`config.mk`:
```
export PLATFORM = sky130hd
export DESIGN_NAME = regfile_writeback
export DESIGN_NICKNAME = d
export VERILOG_FILES = /design/src/rtl/rf_pkg.sv /design/src/rtl/regfile_writeback_wb_fifo.sv /design/src/rtl/regfile_writeback.sv
export SDC_FILE = /design/constraint.sdc
export NUM_CORES = 1
export LEC_CHECK = 0
export CAP_MARGIN = 10
export CELL_PAD_IN_SITES_DETAIL_PLACEMENT = 1
export CELL_PAD_IN_SITES_GLOBAL_PLACEMENT = 2
export CORE_ASPECT_RATIO = 1.75
export CORE_UTILIZATION = 43
export CTS_BUF_LIST = sky130_fd_sc_hd__clkbuf_4
export DETAILED_ROUTE_END_ITERATION = 8
export PLACE_DENSITY_LB_ADDON = 0.08
export SLEW_MARGIN = 40
export SYNTH_ARGS = -nofsm -noshare
export SYNTH_HDL_FRONTEND = slang
export SYNTH_SLANG_ARGS = --single-unit
```
`constraint.sdc`:
```
create_clock -name clk -period 2.6 [get_ports clk]
set_clock_uncertainty 0.15 [all_clocks]
set_input_delay 0.52 -clock clk [delete_from_list [all_inputs] [get_ports clk]]
set_output_delay 0.52 -clock clk [all_outputs]
set_load 0.005 [all_outputs]
```
`src/rtl/rf_pkg.sv`:
```
// rtl/rf_pkg.sv - shared register-file constants and the write-back entry type
package rf_pkg;
    localparam int NUM_REGS = 8;
    localparam int AW       = 3;
    localparam int DW       = 16;
    localparam int REG_ZERO = 0;

    typedef struct packed {
        logic [AW-1:0] addr;
        logic [DW-1:0] data;
    } wb_entry_t;
endpackage

```
`src/rtl/regfile_writeback_wb_fifo.sv`:
```
// rtl/regfile_writeback_wb_fifo.sv - in-order write-back queue with age-ordered entry view
// REGFILE_WB_FWD_EN exposes per-entry data for the forwarding match.
module wb_fifo #(
    parameter int  DEPTH = 4,
    parameter int  AW    = rf_pkg::AW,
    parameter int  DW    = rf_pkg::DW,
    localparam int PW    = $clog2(DEPTH),
    localparam int CW    = PW + 1
) (
    input  logic                     clk,
    input  logic                     rst,
    input  logic                     push_i,
    input  logic [AW-1:0]            push_addr_i,
    input  logic [DW-1:0]            push_data_i,
    input  logic                     pop_i,
    output logic [AW-1:0]            head_addr_o,
    output logic [DW-1:0]            head_data_o,
    output logic [CW-1:0]            count_o,
    output logic [DEPTH-1:0]         ent_valid_o,
`ifdef REGFILE_WB_FWD_EN
    output logic [DEPTH-1:0][DW-1:0] ent_data_o,
`endif
    output logic [DEPTH-1:0][AW-1:0] ent_addr_o
);
    logic [AW-1:0] addr_mem_q [DEPTH];
    logic [DW-1:0] data_mem_q [DEPTH];
    logic [PW-1:0] wr_ptr_q, wr_ptr_d, rd_ptr_q, rd_ptr_d;
    logic [CW-1:0] count_q, count_d;
    logic [PW-1:0] slot [DEPTH];
    logic          do_push, do_pop;

    always_comb begin
        do_push  = push_i && (count_q != CW'(DEPTH));
        do_pop   = pop_i && (count_q != '0);
        wr_ptr_d = do_push ? wr_ptr_q + PW'(1) : wr_ptr_q;
        rd_ptr_d = do_pop ? rd_ptr_q + PW'(1) : rd_ptr_q;
        count_d  = count_q;
        if (do_push && !do_pop) begin
            count_d = count_q + CW'(1);
        end else if (!do_push && do_pop) begin
            count_d = count_q - CW'(1);
        end
    end

    always_ff @(posedge clk or posedge rst) begin
        if (rst) begin
            wr_ptr_q <= '0;
            rd_ptr_q <= '0;
            count_q  <= '0;
        end else begin
            wr_ptr_q <= wr_ptr_d;
            rd_ptr_q <= rd_ptr_d;
            count_q  <= count_d;
        end
    end

    always_ff @(posedge clk) begin
        if (do_push) begin
            addr_mem_q[wr_ptr_q] <= push_addr_i;
            data_mem_q[wr_ptr_q] <= push_data_i;
        end
    end

    // Entry i is the i-th oldest; index 0 is the head.
    always_comb begin
        for (int i = 0; i < DEPTH; i++) begin
            slot[i]        = rd_ptr_q + PW'(i);
            ent_valid_o[i] = CW'(i) < count_q;
            ent_addr_o[i]  = addr_mem_q[slot[i]];
`ifdef REGFILE_WB_FWD_EN
            ent_data_o[i]  = data_mem_q[slot[i]];
`endif
        end
    end

    assign head_addr_o = addr_mem_q[rd_ptr_q];
    assign head_data_o = data_mem_q[rd_ptr_q];
    assign count_o     = count_q;
endmodule

```
`src/rtl/regfile_writeback.sv`:
```
// rtl/regfile_writeback.sv - register-file write-port sequencer with pending-write detection
// REGFILE_WB_FWD_EN adds youngest-match forwarding outputs.
module regfile_writeback #(
    parameter int DEPTH = 4,
    parameter int AW    = 3,
    parameter int DW    = 16
) (
    input  logic                   clk,
    input  logic                   rst,
    input  logic                   in_valid,
    output logic                   in_ready,
    input  logic [AW-1:0]          in_addr,
    input  logic [DW-1:0]          in_data,
    input  logic                   wb_en,
    output logic                   reg_wr,
    output logic [AW-1:0]          wr_addr,
    output logic [DW-1:0]          wr_data,
    input  logic [AW-1:0]          rs1,
    input  logic [AW-1:0]          rs2,
    output logic                   busy1,
    output logic                   busy2,
`ifdef REGFILE_WB_FWD_EN
    output logic                   fwd1_hit,
    output logic                   fwd2_hit,
    output logic [DW-1:0]          fwd1_data,
    output logic [DW-1:0]          fwd2_data,
`endif
    output logic [$clog2(DEPTH):0] count
);
    import rf_pkg::*;

    localparam int CW = $clog2(DEPTH) + 1;

    logic [CW-1:0]            count_w;
    logic [AW-1:0]            head_addr;
    logic [DW-1:0]            head_data;
    logic [DEPTH-1:0]         ent_valid;
    logic [DEPTH-1:0][AW-1:0] ent_addr;
`ifdef REGFILE_WB_FWD_EN
    logic [DEPTH-1:0][DW-1:0] ent_data;
`endif
    logic                     push, pop;
    logic                     reg_wr_q, reg_wr_d;
    logic [AW-1:0]            wr_addr_q, wr_addr_d;
    logic [DW-1:0]            wr_data_q, wr_data_d;
    logic                     hit1, hit2;

    assign in_ready = count_w < CW'(DEPTH);
    // r0 writes complete the handshake but never occupy the queue.
    assign push     = in_valid && in_ready && (in_addr != AW'(REG_ZERO));
    assign pop      = wb_en && (count_w != '0);

    wb_fifo #(.DEPTH(DEPTH), .AW(AW), .DW(DW)) u_fifo (
        .clk         (clk),
        .rst         (rst),
        .push_i      (push),
        .push_addr_i (in_addr),
        .push_data_i (in_data),
        .pop_i       (pop),
        .head_addr_o (head_addr),
        .head_data_o (head_data),
        .count_o     (count_w),
        .ent_valid_o (ent_valid),
`ifdef REGFILE_WB_FWD_EN
        .ent_data_o  (ent_data),
`endif
        .ent_addr_o  (ent_addr)
    );

    always_comb begin
        reg_wr_d  = pop;
        wr_addr_d = pop ? head_addr : wr_addr_q;
        wr_data_d = pop ? head_data : wr_data_q;
    end

    always_ff @(posedge clk or posedge rst) begin
        if (rst) begin
            reg_wr_q  <= 1'b0;
            wr_addr_q <= '0;
            wr_data_q <= '0;
        end else begin
            reg_wr_q  <= reg_wr_d;
            wr_addr_q <= wr_addr_d;
            wr_data_q <= wr_data_d;
        end
    end

    // The output stage counts as pending: the register file only sees it after this edge.
    always_comb begin
        hit1 = reg_wr_q && (wr_addr_q == rs1);
        hit2 = reg_wr_q && (wr_addr_q == rs2);
        for (int i = 0; i < DEPTH; i++) begin
            if (ent_valid[i] && (ent_addr[i] == rs1)) hit1 = 1'b1;
            if (ent_valid[i] && (ent_addr[i] == rs2)) hit2 = 1'b1;
        end
        busy1 = hit1 && (rs1 != AW'(REG_ZERO));
        busy2 = hit2 && (rs2 != AW'(REG_ZERO));
    end

`ifdef REGFILE_WB_FWD_EN
    // Scan oldest to newest so the youngest match wins.
    always_comb begin
        fwd1_data = wr_data_q;
        fwd2_data = wr_data_q;
        for (int i = 0; i < DEPTH; i++) begin
            if (ent_valid[i] && (ent_addr[i] == rs1)) fwd1_data = ent_data[i];
            if (ent_valid[i] && (ent_addr[i] == rs2)) fwd2_data = ent_data[i];
        end
        fwd1_hit = busy1;
        fwd2_hit = busy2;
    end
`endif

    assign reg_wr  = reg_wr_q;
    assign wr_addr = wr_addr_q;
    assign wr_data = wr_data_q;
    assign count   = count_w;
endmodule

```
==> impl_results.md, run 1 <==
* Outcome: finished, violations left
* Failing checks: setup timing
* GRT Resource Usage Total at 0.190
* Longest Clk Path Bufs at 2
* Distinct cells, synth at 26
* Setup WS pre-CTS at -447 ps
* Die Area at 10900 um2
* # nets final at 385
* Min-Delay Path Class: primary input to asynchronous set/reset pin
* Fin area at 5700 um2
* Post-Synthesis Cell Area at 4520 um2
* DRT antenna net count at 0
* CP endpoint kind: primary output
* Seq. cell area at 2960 um2
* Setup CP Type: register to primary output
* Drc violations at 0
* YS warnings at 0
* Row count at 49
* Die H at 138 um
* Final worst slack at -517 ps
* Post-Syn Area per Cell at 18.2 um2
* IO buf count at 54
* RePlAce Congestion at 0.881
* Largest net degree at the start of global routing at 17
* Layout cells sized above 1 at 0.344
* Final Hold Viols at 0
* CTS tree: built
* Cells after DPL at 458
* Top cell type by total area after synthesis: edfxtp_1
* CTS buffer count at 9
* Clk Latency, worst-skew pair at 420 ps
* DP HPWL at 7.07 mm
* First-pass GRT wire length at 14.6 mm
* Htree depth at 3
* Worst slew pin tran at 599 ps
* Startpoint types: register
* Final slew viol count at 0
* Routed len/inst at 19.7 um
* Pwr Density at 1020 nW/um2
* Vias in the first global route at 2748
* Initial antenna violation count at 1
* Max Cap Violations at 0
* Sinks on Clock Net at 103
* Async SR Flop Fraction at 0.262
* Core Util, Final at 0.557
* Post-route minimum period at 3120 ps
* Cells after Synth at 249
* Chip width at 79.5 um
* Yosys reg bits at 103
* Area grow syn2layout at 26.0%
* Clock root buffer master: clkbuf_4
* Initial Utilization at 0.442
* TritonRoute pass-1 iters at 4
* DR vias/cell at 5.29
* Top-area cell type share of the netlist area at 0.505
* Max transition margin at 0.600
* Tcrit/Tclk final at 1.20
* Total design power at 5.83 mW
* WL final at 9.45 mm
* Clk slew on worst S/H paths at 160 ps
* Core Region at 10200 um2
* Iter 0 DRT Violations at 95
* Synth Flop Type: edfxtp_1
* Worst EP required at 1930 ps
* Multi-input logic area at 1520 um2
* Area post-placement at 5500 um2
* Fillers at 945
* RSZ-0062 raised after global routing: yes
* Most frequent cell after synthesis: edfxtp_1
* Worst vdd ir at 0.567 mV
* Setup TNS at -992 ps
* Most common library cells after synthesis: 76 x edfxtp_1, 27 x dfrtp_1, 26 x mux4_2, 23 x xnor2_1, 19 x mux2_2
* Grt ovf at 0
* IO Pins at 55
* Final Setup Violations at 2
* Post-synth EDFFs at 76
* Final non-filler cell total at 480
* Crit path DAT at 2450 ps
* Seq/Total Area, Yosys at 0.654
* FMAX at 0.321 GHz
* Synthesized net count at 287
* Worst hold slack at 287 ps
* Worst-path maximum fanout at 5
* Synth top area cells: edfxtp_1 50%, dfrtp_1 15%, mux4_2 13%, mux2_2 4.7%, xnor2_1 4.5%
* Routed vias at 2540
* Leakage at 2.05 nW
## logic make-up after synthesis
family,count (synthesis),share of synthesized area
AO/OA/AOI/OAI,11,0.0163
XOR/XNOR,36,0.0697
adder cells (fa/ha/maj),9,0.0249
buffers and inverters,22,0.0208
flip-flops,103,0.654
multiplexers,48,0.191
AND/OR/NAND/NOR,20,0.0235
## placed cells by master, fill, tap and decap left out
cell,instances
xor2_1,10
nor2_1,3
nand4_1,4
buf_4,44
o311a_1,1
xor2_2,3
clkbuf_4,12
inv_1,8
and2_1,4
a31oi_1,2
mux2_2,19
mux2i_1,1
o21ai_2,1
nor3_1,3
buf_2,2
o41ai_2,1
buf_6,1
a21oi_1,1
dfrtp_1,26
nand2_1,3
diode_2,1
edfxtp_1,76
xnor2_1,23
inv_6,1
ha_1,9
dfrtp_2,1
clkinvlp_4,3
clkdlybuf4s50_1,52
mux4_2,28
nor4_2,3
o21ai_0,3
a41oi_1,2
buf_12,2
## metal layers
layer,part of all wire,up-vias,routed length [um],track usage
met5,0,-,0,0
met4,0.017,0,159,0.0737
met3,0.024,10,224,0.0331
met2,0.60,45,5710,0.366
met1,0.36,1333,3360,0.198
li1,-,1152,-,-
## final timing paths
check	slack (ps)	to	start	cells after the start
setup reg to reg	630	u_fifo.count_o[2]$_DFFE_PP0P_	u_fifo.count_o[2]$_DFFE_PP0P_	7
min in group clk	370	wr_data[13]$_DFFE_PP0P_	wr_data[13]$_DFFE_PP0P_	1
max in group asynchronous	1400	wr_data[3]$_DFFE_PP0P_	rst	3
hold reg to reg	370	wr_data[13]$_DFFE_PP0P_	wr_data[13]$_DFFE_PP0P_	1
hold / removal	290	u_fifo.count_o[0]$_DFFE_PP0P_	rst	2
setup / recovery	-520	busy1	u_fifo.rd_ptr_q[0]$_DFFE_PP0P_	8
## timing repair
item                       CTS  global route
setup buffers                4             1
setup endpoints to repair    2             2
pin swaps                    5             4
gates resized for setup     12             5
hold buffers                 0             0
## worst max-delay path: stages, from the launching register on
cell     delay, ps
dfrtp_2        440
buf_12         120
mux4_2         550
buf_6          150
xor2_2         140
nor4_2         270
a41oi_1         70
a31oi_1        150
buf_2          140
## state kept, by name (all words and copies together), names as in the netlist
name               count
wr_data               16
u_fifo.rd_ptr_q        2
u_fifo.addr_mem_q     12
reg_wr                 1
u_fifo.data_mem_q     64
wr_addr                3
u_fifo.wr_ptr_q        2
u_fifo.count_o         3
## where the power goes
| part | internal [mW] | total, mW | switching [mW] |
|---|---|---|---|
| clock network | 0.234 | 0.726 | 0.492 |
| registers | 2.14 | 2.37 | 0.222 |
| logic | 1.59 | 2.74 | 1.15 |
| total | 3.97 | 5.83 | 1.86 |
## cell type report
type / instances / area share
inverter: 8 / 0.00527
sequential: 103 / 0.519
clock inverter: 4 / 0.00549
multi-input combinational: 124 / 0.266
tap: 127 / 0.0279
antenna: 1 / 0.000439
timing repair buffer: 101 / 0.160
clock buffer: 12 / 0.0158
(Power assumes the default switching activity.)
==> inputs of run 2 (changes only) <==
--- a/config.mk
+++ b/config.mk
@@ -13,6 +13,7 @@
 export CTS_BUF_LIST = sky130_fd_sc_hd__clkbuf_4
 export DETAILED_ROUTE_END_ITERATION = 8
 export PLACE_DENSITY_LB_ADDON = 0.08
+export SETUP_SLACK_MARGIN = 0.1
 export SLEW_MARGIN = 40
 export SYNTH_ARGS = -nofsm -noshare
 export SYNTH_HDL_FRONTEND = slang
==> results of run 2 <==
No change in the layout: final DEF, timing and power equal those of run 1.
